`src/rtl/uart_pkg.sv`:
```
// ---------------------------------------------------------------------------
// uart_pkg
// Shared UART definitions used by the transmit and receive controllers.
//   uart_tx_state_t : frame sequencing states of the transmit controller
//   UART_DBIT       : default data bits per frame
//   UART_OS         : default s_tick strobes per data bit (oversampling)
//   UART_SB_TICK    : default stop-period length in s_tick strobes
// ---------------------------------------------------------------------------
package uart_pkg;

    localparam int UART_DBIT    = 8;
    localparam int UART_OS      = 16;
    localparam int UART_SB_TICK = 16;

    typedef enum logic [1:0] {
        IDLE  = 2'd0,
        START = 2'd1,
        DATA  = 2'd2,
        STOP  = 2'd3
    } uart_tx_state_t;

endpackage

```
`src/rtl/uart_tx_ctrl.sv`:
```
// ---------------------------------------------------------------------------
// uart_tx_ctrl
// Sequences one serial frame (start bit, DBIT data bits LSB-first, stop
// period) paced by the shared 16x oversampling strobe s_tick.
//
// Parameters
//   DBIT    : data bits per frame (5..8)
//   SB_TICK : stop-period length in s_tick strobes (16/24/32 = 1/1.5/2 stop)
//   OS      : s_tick strobes per data bit
// Ports
//   clk          in  : system clock, rising edge
//   reset_n      in  : asynchronous active-low reset
//   s_tick       in  : one-cycle baud strobe at OS x bit rate
//   tx_start     in  : send request, honoured only while idle
//   din          in  : byte to send, captured when tx_start is accepted
//   tx_busy      out : high whenever a frame is in progress
//   tx_done_tick out : one-cycle pulse on the final stop-period strobe
//   tx           out : registered serial line, idle high
// ---------------------------------------------------------------------------
module uart_tx_ctrl
    import uart_pkg::*;
#(
    parameter int DBIT    = UART_DBIT,
    parameter int SB_TICK = UART_SB_TICK,
    parameter int OS      = UART_OS
) (
    input  logic            clk,
    input  logic            reset_n,
    input  logic            s_tick,
    input  logic            tx_start,
    input  logic [DBIT-1:0] din,
    output logic            tx_busy,
    output logic            tx_done_tick,
    output logic            tx
);

    // One tick counter serves both the bit periods and the stop period, so it
    // is sized for whichever of the two is longer.
    localparam int SW = (OS > SB_TICK) ? $clog2(OS) : $clog2(SB_TICK);
    localparam int NW = $clog2(DBIT);

    localparam logic [SW-1:0] OS_LAST = SW'(OS - 1);
    localparam logic [SW-1:0] SB_LAST = SW'(SB_TICK - 1);
    localparam logic [NW-1:0] N_LAST  = NW'(DBIT - 1);

    uart_tx_state_t  state, state_next;
    logic [SW-1:0]   s_cnt, s_next;
    logic [NW-1:0]   n_cnt, n_next;
    logic [DBIT-1:0] b_reg, b_next;
    logic            tx_reg, tx_next;

    always_ff @(posedge clk or negedge reset_n) begin
        if (!reset_n) begin
            state  <= IDLE;
            s_cnt  <= '0;
            n_cnt  <= '0;
            b_reg  <= '0;
            tx_reg <= 1'b1;
        end else begin
            state  <= state_next;
            s_cnt  <= s_next;
            n_cnt  <= n_next;
            b_reg  <= b_next;
            tx_reg <= tx_next;
        end
    end

    always_comb begin
        state_next   = state;
        s_next       = s_cnt;
        n_next       = n_cnt;
        b_next       = b_reg;
        tx_done_tick = 1'b0;

        case (state)
            IDLE: begin
                // The start bit begins right after acceptance without
                // waiting for s_tick, so it may run up to one tick short.
                if (tx_start) begin
                    b_next     = din;
                    s_next     = '0;
                    state_next = START;
                end
            end
            START: begin
                if (s_tick) begin
                    if (s_cnt == OS_LAST) begin
                        s_next     = '0;
                        n_next     = '0;
                        state_next = DATA;
                    end else begin
                        s_next = s_cnt + 1'b1;
                    end
                end
            end
            DATA: begin
                if (s_tick) begin
                    if (s_cnt == OS_LAST) begin
                        s_next = '0;
                        b_next = b_reg >> 1;
                        if (n_cnt == N_LAST) begin
                            state_next = STOP;
                        end else begin
                            n_next = n_cnt + 1'b1;
                        end
                    end else begin
                        s_next = s_cnt + 1'b1;
                    end
                end
            end
            STOP: begin
                if (s_tick) begin
                    if (s_cnt == SB_LAST) begin
                        tx_done_tick = 1'b1;
                        state_next   = IDLE;
                    end else begin
                        s_next = s_cnt + 1'b1;
                    end
                end
            end
            default: state_next = IDLE;
        endcase
    end

    // tx is registered from the next state so the line changes on the same
    // edge as the state; in DATA it follows the post-shift LSB.
    always_comb begin
        case (state_next)
            START:   tx_next = 1'b0;
            DATA:    tx_next = b_next[0];
            default: tx_next = 1'b1;
        endcase
    end

    assign tx      = tx_reg;
    assign tx_busy = (state != IDLE);

endmodule

```
`config.mk`:
```
export PLATFORM = sky130hd
export DESIGN_NAME = uart_tx_ctrl
export DESIGN_NICKNAME = d
export VERILOG_FILES = /design/src/rtl/uart_pkg.sv /design/src/rtl/uart_tx_ctrl.sv
export SDC_FILE = /design/constraint.sdc
export NUM_CORES = 1
export LEC_CHECK = 0
export BUFFER_PORTS_ARGS = -buffer_cell sky130_fd_sc_hd__buf_2
export CAP_MARGIN = 20
export CORE_MARGIN = 4
export CORE_UTILIZATION = 50
export DETAILED_ROUTE_END_ITERATION = 8
export PLACE_DENSITY_LB_ADDON = 0.15
export SLEW_MARGIN = 20
export SYNTH_ARGS = -nofsm -noshare
export SYNTH_HDL_FRONTEND = slang
export SYNTH_SLANG_ARGS = --single-unit
```
`constraint.sdc`:
```
create_clock -name clk -period 1.5 [get_ports clk]
set_input_delay 0.075 -clock clk [delete_from_list [all_inputs] [get_ports clk]]
set_output_delay 0.075 -clock clk [all_outputs]
set_load 0.02 [all_outputs]
```
* After elaboration in Yosys (flattened, before gate mapping) *
Index checks and enable logic that the tools add are counted.

cells by class
  multiplexer cells = 29
  eq/ne operators = 16
  add/sub/neg operators = 2
  reduce and logical (&&, ||, !) cells = 8

operators by type and width
  kind                                                                     number
  8-bit 2-to-1 mux                                                         3
  4-bit 2-to-1 mux                                                         5
  2-bit 2-to-1 mux                                                         8
  2-bit inequality test, second input constant                             8
  8-bit one-hot mux with 2 select lines                                    1
  3-bit 2-to-1 mux                                                         5
  4-bit one-hot mux with 3 select lines                                    1
  2-bit one-hot mux with 4 select lines                                    1
  4-bit AND reduction                                                      2
  2-bit equality test, second input constant                               3
  3-bit one-hot mux with 2 select lines                                    1
  6-bit AND reduction                                                      1
  2-bit nonzero test                                                       3
  4-bit by 1-bit adder with 4-bit output, second input constant            1
  2-bit by 1-bit equality test with 1-bit output, second input constant    2
  4-bit equality test, second input constant                               1
  3-bit by 1-bit adder with 3-bit output, second input constant            1
  3-bit equality test, second input constant                               1
  1-bit 2-to-1 mux                                                         3
  2-bit logical NOT                                                        1
  2-bit by 1-bit inequality test with 1-bit output, second input constant  1
  1-bit one-hot mux with 2 select lines                                    1
  2-bit OR reduction                                                       1

word-level totals
  register bits = 18
  bits of input ports = 12
  word-level logic and storage cells = 61
  output and inout bits = 3

* Depth between registers and ports, before layout *
Gate-level depths: netlist of the first run.

  depth after elaboration = 7
  mapped depth = 9
  depth with buffers taken out = 7

* Worst setup path after synthesis of the first run *
OpenSTA, ideal clock, no wires.

  kind = reg-to-reg
  from = register state[0]
  to = register b_reg[2]
  stages on the path, launching flop included = 10
  slack = -0.248 ns
  arrival = 1.670 ns
  buffers on the path = 2
  required time = 1.423 ns
  library setup time = 0.077 ns
  period minus slack after synthesis = 1.748 ns
  cells stage by stage = dfrtp_1 -> inv_1 -> ha_1 -> buf_6 -> inv_1 -> nor2_1 -> a211oi_4 -> buf_6 -> nor2_1 -> a21oi_1

between the ends
  word-level cells in the longest chain between the ends = 3
  elaborated cells on any way between the ends = 8
  those cells by class = 4 x eq/ne; 1 x mux; 3 x reduce/logical

ends and longest elaborated chain
  item                                                                          line                source
  start, declared                                                               uart_tx_ctrl.sv:46  uart_tx_state_t state, state_next;
  start signal, assigned                                                        uart_tx_ctrl.sv:60  state <= state_next;
  2-bit equality test or 2-bit logical NOT (tied branches)                      uart_tx_ctrl.sv:75  case (state)
  2-bit inequality test (no source line) or 2-bit nonzero test (tied branches)  -
  4-bit AND reduction (no source line)                                          -
  end signal, assigned                                                          uart_tx_ctrl.sv:63  b_reg <= b_next;
  end, declared                                                                 uart_tx_ctrl.sv:49  logic [DBIT-1:0] b_reg, b_next;

Several ways; a longest one is shown, not always the timed one.
A chain may end at the register's enable or synchronous reset.

* Final worst setup path of the first run *
  from = register state[0]
  to = register tx_reg (netlist: tx)

between the ends
  word-level cells in the longest chain between the ends = 6
  elaborated cells on any way between the ends = 17
  those cells by class = 5 x eq/ne; 11 x mux; 1 x reduce/logical

ends and longest elaborated chain
  item                                                                                   line                 source
  2-bit 2-to-1 mux                                                                       uart_tx_ctrl.sv:101  if (n_cnt == N_LAST) begin
  2-bit 2-to-1 mux                                                                       uart_tx_ctrl.sv:98   if (s_cnt == OS_LAST) begin
  2-bit 2-to-1 mux                                                                       uart_tx_ctrl.sv:97   if (s_tick) begin
  2-bit one-hot mux with 4 select lines *                                                uart_tx_ctrl.sv:75
  named net state_next[0]                                                                uart_tx_ctrl.sv:46
  2-bit equality test or 2-bit by 1-bit equality test with 1-bit output (tied branches)  uart_tx_ctrl.sv:128  case (state_next)
  1-bit one-hot mux with 2 select lines *                                                uart_tx_ctrl.sv:128
  named net tx_next                                                                      uart_tx_ctrl.sv:50   logic tx_reg, tx_next;
  end signal, assigned                                                                   uart_tx_ctrl.sv:64   tx_reg <= tx_next;
  end, declared                                                                          uart_tx_ctrl.sv:50

The timed path passes the listed nets; every way through them passes the cells marked *.

==> results summary, run 1 <==
The category of the critical setup timing path is register to register. The clock tree from TritonCTS is yes. Clock latency on the worst-skew pair, taken at its later pin, is 290 ps. Yosys instantiated no cell more often than sky130_fd_sc_hd__dfrtp_1. The routed length per instance came out at roughly 14 µm.

For this run the aggregate overflow at the end of global routing stands at 0. The commonest cells after synthesis are 17 x sky130_fd_sc_hd__dfrtp_1, 12 x sky130_fd_sc_hd__nor2_1, 8 x sky130_fd_sc_hd__o21ai_0. The logic depth of the worst register-to-register path came out at 7.

The count of nets after finishing is 169. The pin count of the biggest net entering global routing is 19. The clock transition at the register clock pins on the worst setup and hold paths after CTS came out at 100 ps. In this run the most critical hold path is launched from din[7]. The via count of the first global-routing pass was slightly above 900.

The highest fanout seen on the critical path came out at 8. In the post-synthesis netlist, the biggest area contributors are sky130_fd_sc_hd__dfrtp_1 39%, sky130_fd_sc_hd__ha_1 8.0%, sky130_fd_sc_hd__a22oi_1 4.1%. Of all cell types, the one taking the most synthesized area is sky130_fd_sc_hd__dfrtp_1.

The launch instance of the worst register-to-register path is state[0]. The depth of the CTS H-tree is 1. The mean cell area of the mapped netlist came out at ~10 µm². For the worst setup path, the data arrival time is 1840 ps. The count of buffers from port buffering came out at 14. The final worst clock skew is 2.53 ps.

CTS placed an instance of sky130_fd_sc_hd__clkbuf_4 at the clock tree root. The number of diodes is 0. The pin slew with the least headroom to its limit is 393 ps. The global-route wire length before repair is 4140 µm. The number of synthesized register bits is 18. Among all flip-flop cells after synthesis, the most frequent one is sky130_fd_sc_hd__dfrtp_1. The final layout contains routed wiring with a total length of 2540 µm. The gate count after technology mapping came out at 109. In this run the power density over the cells is 1550 nW/µm². The starting DRC count in detailed routing came out at 16. The number of slew-limit violations in the final report came out at 0. The path with the worst hold slack has its endpoint at b_reg[7]. The checks that failed: setup timing.

The horizontal extent of the die came out at 54.7 µm. The startpoint kind of the worst setup timing path is a register. The tightest slew margin relative to the limit came out at 73.8%. The endpoint type of the worst setup path is a register. The via count of the routed design is 988.

The number of placement rows came out at 16. The count of synthesis-stage warnings from yosys came out at 0. In the finished design, the share of the clock period the worst path needs comes to 108%. The overall fraction of global-route tracks in use came out at between 10% and 20%. The number of max-cap violations is 0.

Summed over all nets, the half-perimeter wirelength after detailed placement is 1770 µm. The maximum cell stage delay along the critical path is 440 ps. The peak supply drop came out at 1270 µV.

The worst hold slack after final layout came out at 2.05 ps. The die area came out at between 2000 and 3000 µm². The number of flip-flops in the largest register is 8. The area added between synthesis and finish is 42.4%. After layout, the worst setup slack is -121 ps.

The clock passes through at most 2 buffers. The final RePlAce weighted congestion came out at 0.762. The endpoint of the worst register-to-register path is tx. After layout, the minimum clock period comes to 1620 ps. The core outline area is 2020 µm².

The number of setup violations in the final report is 11. Dividing the detail-routed via count by the number of cells gives around 5.6. The number of antenna violations at the first check in global routing came to 0. The number of nets in the synthesized netlist is 128. The number of search-and-repair iterations in the first detailed-routing pass came out at 4. The number of distinct standard cells referenced by the synthesized netlist is 34. Setup repair after global routing could not meet its margin everywhere.

The TritonCTS sink count is 18. The path class of the tightest hold or removal check is input port to register. The number of cells traversed by the worst hold path is 3. For this design, the slowest cell found on the critical path is sky130_fd_sc_hd__dfrtp_1. Timing analysis after detailed placement gives a worst setup slack of -180 ps.

Once detail routing completed, the nets flagged for antenna violations numbered 0. In the synthesized netlist the async set-or-reset flop fraction comes to 100%. The final routed DRC violation total came out at 0. The starting utilization of the core area came out at a little over half. The flow ran to the end, but the final reports show violations. The final-report hold violation count came out at 0. The total clock buffers created by CTS is 3.

Walking the worst path, the cells encountered are inv_2, ha_4, clkinvlp_4, o221a_4, a211oi_4, nor2_1, mux2i_1. The count of boundary I/O pins is 15. Static timing analysis puts the maximum clock frequency at slightly above 0.6 GHz. The cell leakage power is 0.696 nW.

The share of layout cells above drive strength 1 is 53.7%. The worst endpoint required time came out at around 1700 ps. The number of enable flip-flop cells after synthesis came out at 0. The die is 54.7 µm tall. The cell area after synthesis is 1090 µm². The register-to-register path setup slack is -120 ps. The share of Yosys cell area claimed by the top area cell type came out at 39.0%.

The sequential area share after synthesis is a little over 40%.
-- layout make-up --
cell class              count  area [µm²]
repair buffers             41         292
well taps                  27        33.8
flip-flops and latches     18         453
clock buffers               4        36.3
inverters                   7        32.5
fillers                   137         470
multi-input cells          79         704
-- worst max path at each step --
stage | startpoint | end | slack (ps)
2_1_floorplan | state[0] | tx | -60
3_3_place_gp | state[0] | tx | -110
4_1_cts | state[0] | tx | -110
6_report | state[0] | tx | -120
5_1_grt | state[0] | tx | -240
3_5_place_dp | state[0] | tx | -180
-- cells by family after synthesis --
kind of cell    after synthesis  share of synthesized area [%]
flops                        18                           41.4
compound gates               36                           26.1
simple gates                 34                           16.8
buf+inv                      12                           5.74
mux                           2                           1.95
fa+ha+maj                     7                           8.04
-- placed cells by master (no fill, tap or decap), types with 2 or more instances in the layout --
cell / synthesis / final
sky130_fd_sc_hd__a21oi_1: 7 / 3
sky130_fd_sc_hd__o21ai_1: 0 / 6
sky130_fd_sc_hd__clkbuf_4: 0 / 3
sky130_fd_sc_hd__nand2_1: 4 / 4
sky130_fd_sc_hd__nand3_1: 4 / 3
sky130_fd_sc_hd__buf_4: 0 / 24
sky130_fd_sc_hd__inv_1: 7 / 4
sky130_fd_sc_hd__nor2_2: 0 / 4
sky130_fd_sc_hd__a32oi_1: 2 / 2
sky130_fd_sc_hd__a22oi_1: 6 / 6
sky130_fd_sc_hd__nor2_1: 12 / 5
sky130_fd_sc_hd__ha_4: 0 / 3
sky130_fd_sc_hd__and2_1: 2 / 3
sky130_fd_sc_hd__nor3_1: 4 / 3
sky130_fd_sc_hd__a22o_1: 5 / 5
sky130_fd_sc_hd__buf_2: 2 / 14
sky130_fd_sc_hd__o21ai_2: 1 / 2
sky130_fd_sc_hd__ha_2: 0 / 3
sky130_fd_sc_hd__a211oi_4: 2 / 2
sky130_fd_sc_hd__nor2_4: 0 / 3
sky130_fd_sc_hd__a21oi_2: 0 / 4
sky130_fd_sc_hd__dfrtp_1: 17 / 16
-- worst max-delay path: cells and delay by family (launching register included) --
family                     cells  cell delay [ps]
DFF                            1              440
AOI/OAI and AO/OA              2              350
buffers and inverters          2              320
adders and majority gates      1              220
muxes                          1              140
and+or+nand+nor                1               70
-- power by group --
part           leakage, nW  switching, mW  internal (mW)
Clock               0.0210          0.155          0.148
Combinational        0.447          0.652          0.670
Sequential           0.228          0.116          0.658
-- repair_timing --
action | in CTS | in global routing
endpoints found under the hold margin | 17 | 0
pin swaps | 6 | 3
hold buffers | 1 | 0
gates cloned | 0 | 0
resized for setup | 16 | 13
buffers inserted | 5 | 4
endpoints found under the setup margin | 14 | 20
-- metal layers --
layer	part of all wire [%]	track usage (%)	vias up	routed length, µm
li1	-	-	483	-
met3	3.8	1.63	4	97
met2	51	34.6	24	1310
met5	0	0	-	0
met1	44	24.1	477	1110
met4	1.1	6.22	0	29
-- metrics by stage --
step	area (µm²)	setup TNS, ps	instances	utilization, %	total power, mW
6_report	1550	-777	176	76.7	2.40
5_1_grt	1550	-2040	176	76.7	2.55
4_1_cts	1490	-868	172	73.5	2.30
3_5_place_dp	1350	-1290	163	66.8	1.86
3_3_place_gp	1350	-618	163	66.8	1.83
2_1_floorplan	1140	-213	109	-	1.49
(Power assumes the default switching activity.)
==> inputs of run 2 (changes only) <==
--- a/config.mk
+++ b/config.mk
@@ -7,10 +7,13 @@
 export LEC_CHECK = 0
 export BUFFER_PORTS_ARGS = -buffer_cell sky130_fd_sc_hd__buf_2
 export CAP_MARGIN = 20
+export CELL_PAD_IN_SITES_DETAIL_PLACEMENT = 1
+export CELL_PAD_IN_SITES_GLOBAL_PLACEMENT = 2
 export CORE_MARGIN = 4
-export CORE_UTILIZATION = 50
+export CORE_UTILIZATION = 32
 export DETAILED_ROUTE_END_ITERATION = 8
 export PLACE_DENSITY_LB_ADDON = 0.15
+export REMOVE_ABC_BUFFERS = 1
 export SLEW_MARGIN = 20
 export SYNTH_ARGS = -nofsm -noshare
 export SYNTH_HDL_FRONTEND = slang
==> run 2 against run 1 <==
Effect of this change: the run still ends with setup timing left; via count rose by 9.9%; clock skew rose by 7.3 ps; wire length rose by 40%; combinational power rose by 32%; sequential cell count did not move; total power rose by 18%; critical endpoint unchanged; highest routed layer unchanged.
==> results summary, run 2 (same netlist as run 1, synthesis figures left out) <==
The number of search-and-repair iterations in the first detailed-routing pass is 4 (unchanged). The share of layout cells above drive strength 1 came out at 65.9% (+12 points). The total grt overflow was 0 (unchanged). The number of cells traversed by the worst hold path came out at 3 (unchanged). The number of flip-flops in the largest register came out at 8 (unchanged).

The total half-perimeter wirelength after legalization and detailed placement is 2150 µm (+22%). The routed length per instance is 16.6 µm (+15%). The final worst clock skew came out at 9.80 ps (+7.27 ps). The area added between synthesis and finish came out at 72.6%.

The overall fraction of global-route tracks in use is 18.3% (-0.99 points). The pin slew with the least headroom to its limit is 426 ps (+33.4 ps). The via count of the first global-routing pass came to 1237 (+34%).

The highest achievable clock rate was 0.614 GHz (-0.46%). The starting utilization of the core area is 34.6% (-19 points). The largest buffer count on any clock path is 2 (unchanged). The count of buffers from port buffering is 14 (unchanged). The endpoint of the worst register-to-register path is tx. CTS placed an instance of sky130_fd_sc_hd__clkbuf_4 at the clock tree root.

The core outline area is 3150 µm² (+56%). The final sum of negative setup slack came out at -956 ps (-179 ps). The checks that failed: setup timing.

The horizontal extent of the die is 66.4 µm (+21%). The peak supply drop is 682 µV (-46%). The number of max-cap violations is 0 (unchanged). For hold timing, the worst endpoint is b_reg[1].

The worst hold path begins at din[1]. The count of boundary I/O pins came out at 15 (unchanged). The TritonCTS sink count was 18 (unchanged). The power per standard cell area came out at 1500 nW/µm² (-2.7%). Setup repair after global routing could not meet its margin everywhere. The sum of routed wire length over all layers came out at 3550 µm (+40%). The final-report hold violation count came out at 0 (unchanged). The endpoint type of the worst setup path is a register. The clock tree from TritonCTS is yes. For this design, the slowest cell found on the critical path is sky130_fd_sc_hd__dfrtp_1. The global-route wire length before repair is 6000 µm (+45%). The via count of the routed design came to 1086 (+9.9%).

The average vias per placed instance is 5.07 (-9.6%). The starting DRC count in detailed routing is 28 (+12). The number of setup violations in the final report came out at 12 (+1). The number of antenna violations at the first check in global routing is 0 (unchanged). The arrival time of data at the critical path endpoint came to 1880 ps (+40 ps). The highest fanout seen on the critical path came out at 5 (-3). The die area was 4400 µm² (+47%).

The shortest clock period the worst path allows after layout is 1630 ps (+7.46 ps). The clock transition at the register clock pins on the worst setup and hold paths after CTS is 120 ps (+20 ps). The tightest slew margin relative to the limit is 71.6% (-2.2 points).

The register-to-register path setup slack came out at -130 ps (about the same). The later-pin clock latency in the skew report is 310 ps (+20 ps). The worst hold slack after final layout came to 71.6 ps (+69.5 ps). The number of diodes was 0 (unchanged). The final RePlAce weighted congestion was 0.780 (+2.3%).

In this design, the largest share of critical-path delay is due to flip-flops. The number of placement rows is 20 (+4). The count of nets after finishing came to 190 (+12%).

Leaving out fill and tap cells, the most frequent cells in the layout are 31 x sky130_fd_sc_hd__buf_4, 17 x sky130_fd_sc_hd__dfrtp_1, 13 x sky130_fd_sc_hd__buf_2, 13 x sky130_fd_sc_hd__buf_6, 8 x sky130_fd_sc_hd__nor2_1. The signal on the critical path passes through inv_2, ha_4, buf_6, buf_6, and2_4, o21ai_2, o21ai_2, mux2i_1. The final routed DRC violation total is 0 (unchanged). The critical path is of the register to register type. The tightest min-delay check is of the input port to register type. The worst endpoint required time came out at 1750 ps (+30 ps). The cell leakage power came out at 0.870 nW (+25%). The pin count of the biggest net entering global routing is 19 (unchanged). The run finished, with violations left. Leaving out fill and tap cells, the most frequent cell in the layout is sky130_fd_sc_hd__buf_4. The total buffers and inverters traversed by the critical path came out at 3 (+1). The total clock buffers created by CTS came out at 3 (unchanged). The die height is 66.4 µm (+21%). The depth of the CTS H-tree was 1 (unchanged).

The startpoint kind of the worst setup timing path is a register. The logic depth of the worst register-to-register path came to 8 (+1). The worst register-to-register path begins at state[0]. The worst setup margin came out at -128 ps (-7.46 ps). The final clock period utilization by the worst path is 109% (+0.50 points). The residual antenna-violating net count after detailed routing came out at 0 (unchanged).

The number of slew-limit violations in the final report came out at 0 (unchanged). The maximum cell stage delay along the critical path was 430 ps (about the same). The filler cell count in the final layout came out at 354 (+160%).
## run 2: cell types whose count changed in the layout (fill, tap and decap cells not counted), sizes merged
cell         delta
buf            +20
clkinvlp        -1
dlygate4sd3     +1
inv             +1
## run 2: timing repair
| action | 4_1_cts | 5_1_grt |
|---|---|---|
| resized for setup | 31 | 45 |
| pin swaps | 10 | 24 |
| gates cloned | 1 | 0 |
| hold buffers | 1 | 1 |
| endpoints found under the setup margin | 20 | 20 |
| setup buffers | 13 | 10 |
| hold endpoints to repair | 18 | 1 |
## run 2: worst max path at each step
stage / startpoint / end / slack [ps] / cells past startpoint
finish: state[0] / tx / -130 / 8
CTS: s_cnt[0] / tx / -120 / 7
floorplan: state[0] / b_reg[7] / -260 / 7
global placement: state[1] / b_reg[5] / -180 / 8
global route: state[0] / tx / -230 / 8
detailed placement: state[1] / s_cnt[2] / -260 / 8
## run 2: per-layer routing
metal | vias to the layer above | GRT usage [%] | wire, µm
met5 | - | 0 | 0
met4 | 0 | 5.33 | 44
met3 | 5 | 3.57 | 71
met2 | 12 | 35.1 | 1950
met1 | 547 | 20.0 | 1480
li1 | 522 | - | -
## run 2: layout make-up
type	count	area [µm²]	share of cell area, %
clock buffer	4	36.3	1.93
inverter	7	26.3	1.40
multi-input combinational	79	790	42.0
sequential	18	452	24.0
tap	44	55.1	2.93
timing repair buffer	62	522	27.7
## run 2: power by group
group          internal [mW]  switching [mW]  leakage, nW
combinational          0.928           0.814        0.619
clock                  0.148           0.169       0.0210
sequential             0.658           0.111        0.230
total                   1.73            1.09        0.870
## run 2: per-stage QoR
stage / instances / area, µm² / util, % / setup slack (ps) / power [mW]
global route: 214 / 1880 / 59.6 / -231 / 3.05
global placement: 187 / 1380 / 43.7 / -182 / 1.80
detailed placement: 187 / 1380 / 43.7 / -256 / 1.85
floorplan: 104 / 1050 / - / -256 / 1.34
finish: 214 / 1880 / 59.6 / -128 / 2.83
CTS: 205 / 1660 / 52.5 / -117 / 2.52
## run 2: tightest hold or removal path, stage by stage
cell	delay, ps
sky130_fd_sc_hd__buf_2	90
sky130_fd_sc_hd__a22oi_2	80
sky130_fd_sc_hd__a21oi_2	110
==> inputs of run 3 (changes only) <==
--- a/config.mk
+++ b/config.mk
@@ -5,12 +5,13 @@
 export SDC_FILE = /design/constraint.sdc
 export NUM_CORES = 1
 export LEC_CHECK = 0
-export BUFFER_PORTS_ARGS = -buffer_cell sky130_fd_sc_hd__buf_2
+export BUFFER_PORTS_ARGS = -buffer_cell sky130_fd_sc_hd__buf_4
 export CAP_MARGIN = 20
 export CELL_PAD_IN_SITES_DETAIL_PLACEMENT = 1
 export CELL_PAD_IN_SITES_GLOBAL_PLACEMENT = 2
 export CORE_MARGIN = 4
-export CORE_UTILIZATION = 32
+export CORE_UTILIZATION = 35
+export CTS_CLUSTER_SIZE = 10
 export DETAILED_ROUTE_END_ITERATION = 8
 export PLACE_DENSITY_LB_ADDON = 0.15
 export REMOVE_ABC_BUFFERS = 1
==> constraint.sdc (replaced) <==
create_clock -name clk -period 1.57 [get_ports clk]
set_input_delay 0.0785 -clock clk [delete_from_list [all_inputs] [get_ports clk]]
set_output_delay 0.0785 -clock clk [all_outputs]
set_load 0.02 [all_outputs]
==> run 3 against run 2 <==
Effect of this change: the run still ends with setup timing left; combinational power shrank 12%; worst hold slack lost 39 ps; final cell count shrank 5.6%; wire length shrank 2.1%; sequential share of layout area grew 1.1 points; largest cell class unchanged; largest power group unchanged.
==> results summary, run 3 (same netlist as run 1, synthesis figures left out) <==
The later-pin clock latency in the skew report is 300 ps (about the same). The worst register-to-register path ends at tx. By startpoint and endpoint, the worst setup path is classified as register to register.

The depth of the CTS H-tree came out at 1 (unchanged). The number of placement rows is 19 (-5.0%). The cell with the biggest individual delay on the critical path is sky130_fd_sc_hd__dfrtp_1.

The most common cell after layout, fill and taps aside is sky130_fd_sc_hd__buf_4. The largest buffer count on any clock path is 2 (unchanged). The cell leakage power is 0.828 nW (-4.8%). The met3 wirelength from detailed routing is 66 µm (-7.0%). The average vias per placed instance came out at 5.21 (+2.7%).

The worst min-delay path endpoint is b_reg[7]. The number of flip-flops in the largest register is 8 (unchanged). The count of boundary I/O pins is 15 (unchanged). The startpoint kind of the worst setup timing path is a register.

The flow ran to the end, but the final reports show violations. The logic depth of the worst register-to-register path came out at 8 (unchanged). After detailed routing, no signal wire sits above met4. The final routed DRC violation total is 0 (unchanged). The die height came to 63.8 µm (-3.9%). The final RePlAce weighted congestion came out at 0.813 (+4.3%). The total clock buffers created by CTS is 3 (unchanged). The starting DRC count in detailed routing is 17 (-39%). The starting utilization of the core area is 37.9% (+3.3 points). The number of search-and-repair iterations in the first detailed-routing pass is 4 (unchanged). Setup repair after global routing could not meet its margin everywhere.

The final-report hold violation count is 0 (unchanged). The residual antenna-violating net count after detailed routing came out at 0 (unchanged). The routed metal-1 wirelength came to 1470 µm (-0.27%). The number of setup violations in the final report was 8 (-4).

The startpoint identified for the worst register-to-register timing path is state[1]. TritonCTS built the clock tree. The via count of the routed design is 1053 (-3.0%). The final clock period utilization by the worst path came to 106% (-2.7 points).

The number of diodes is 0 (unchanged). The final sum of negative setup slack is -390 ps (+566 ps). The count of buffers from port buffering is 14 (unchanged). In the layout the commonest cells are 38 x sky130_fd_sc_hd__buf_4, 17 x sky130_fd_sc_hd__dfrtp_1, 10 x sky130_fd_sc_hd__buf_6, 6 x sky130_fd_sc_hd__nor2_1, 6 x sky130_fd_sc_hd__a21oi_1. The post-placement worst setup slack is -288 ps (-32.5 ps). The power per standard cell area is 1430 nW/µm² (-4.8%). The worst hold-check path type is input port to register.

The cell at the root of the clock tree is sky130_fd_sc_hd__clkbuf_4. The final worst clock skew came out at 10.3 ps (+0.538 ps). The routed length per instance came to 17.2 µm (+3.7%).

The highest fanout seen on the critical path is 5 (unchanged). The count of nets after finishing came out at 180 (-5.3%). The overall power of the completed layout came to 2.57 mW (-9.0%). The global-route wire length before repair came to 5390 µm (-10%).

The detailed route wirelength on metal2 came out at 1880 µm (-3.8%). The worst endpoint required time came out at 1810 ps (+60 ps). The TritonCTS sink count is 18 (unchanged).

The worst setup path is captured at a register. The pin slew with the least headroom to its limit is 385 ps (-41.1 ps). The total half-perimeter wirelength after legalization and detailed placement came out at 2140 µm (-0.42%). The highest achievable clock rate came out at 0.602 GHz (-2.0%). The die area is 4070 µm² (-7.6%). The peak supply drop is 972 µV (+43%). The startpoint of the worst hold path is din[7]. The register-to-register path setup slack was -90 ps (+40 ps). The core outline area is 2880 µm² (-8.8%). The worst hold slack after final layout came out at 32.7 ps (-38.9 ps).

The sum of routed wire length over all layers is 3470 µm (-2.1%). The tightest slew margin relative to the limit is 74.1% (+2.5 points). The shortest clock period the worst path allows after layout came to 1660 ps (+33.8 ps).

The maximum cell stage delay along the critical path came out at 450 ps (+20 ps). The number of cells traversed by the worst hold path came out at 3 (unchanged). The clock transition at the register clock pins on the worst setup and hold paths after CTS came out at 120 ps (about the same). The number of max-cap violations is 0 (unchanged). Among cell families on the critical path, the largest total delay comes from flip-flops. The horizontal extent of the die came out at 63.8 µm (-3.9%). The number of slew-limit violations in the final report is 0 (unchanged).

The worst setup margin was -92.0 ps (+36.2 ps). The number of antenna violations at the first check in global routing was 0 (unchanged). The final reports fail on setup timing. Traced cell by cell, the critical path runs through buf_6, ha_4, buf_4, nor4_4, o221a_4, a211oi_4, nor2_1, mux2i_1. The total buffers and inverters traversed by the critical path is 2 (-1).

The share of layout cells above drive strength 1 came to 58.8% (-7.1 points). The via count of the first global-routing pass is 1166 (-5.7%). The pin count of the biggest net entering global routing was 19 (unchanged). The arrival time of data at the critical path endpoint came out at 1900 ps (+20 ps).

Relative to the synthesized area, the layout overhead comes to 64.9%. The overall fraction of global-route tracks in use was 16.7% (-1.6 points). The total grt overflow was 0 (unchanged).
==> run 3: worst max-delay path by stage <==
stage,start,endpoint,slack [ps],depth (start not counted)
after floorplan,state[0],b_reg[7],-190,7
after global routing,state[1],tx,-180,8
after CTS,state[1],b_reg[7],-30,8
after detailed placement,state[0],tx,-290,7
after global placement,state[0],tx,-140,7
final,state[1],tx,-90,8
==> run 3: power by group <==
part / total (mW) / leakage (nW) / switching, mW / internal (mW)
logic: 1.53 / 0.577 / 0.729 / 0.805
clock network: 0.298 / 0.0210 / 0.156 / 0.141
registers: 0.742 / 0.230 / 0.113 / 0.629
==> run 3: routing by layer <==
layer	vias up	GRT usage, %
li1	501	-
met5	-	0
met3	6	3.68
met4	0	3.23
met1	531	19.6
met2	15	31.2
==> run 3: area by class of cell <==
| class | instances | area [µm²] |
|---|---|---|
| inverter | 7 | 28.8 |
| multi-input combinational | 79 | 752 |
| sequential | 18 | 452 |
| clock buffer | 4 | 36.3 |
| tap | 42 | 52.6 |
| fill | 309 | 1080 |
| timing repair buffer | 52 | 475 |
==> run 3: what timing repair did <==
item | in CTS | in global routing
hold buffers | 1 | 0
pin swaps | 8 | 12
setup buffers | 10 | 8
gates cloned | 1 | 0
setup endpoints to repair | 19 | 18
gates resized for setup | 25 | 34
endpoints found under the hold margin | 18 | 0
==> run 3: per-stage QoR <==
stage	instances	instance area (µm²)	util (%)
floorplan	104	1050	-
global placement	181	1380	48.0
detailed placement	181	1380	48.0
CTS	196	1620	56.2
global route	202	1800	62.5
finish	202	1800	62.5
==> run 3: worst min-delay path, delay by kind of cell <==
| kind | cells | cell delay [ps] |
|---|---|---|
| AND/OR/NAND/NOR | 1 | 50 |
| buffers and inverters | 1 | 80 |
| AO/OA/AOI/OAI | 1 | 80 |
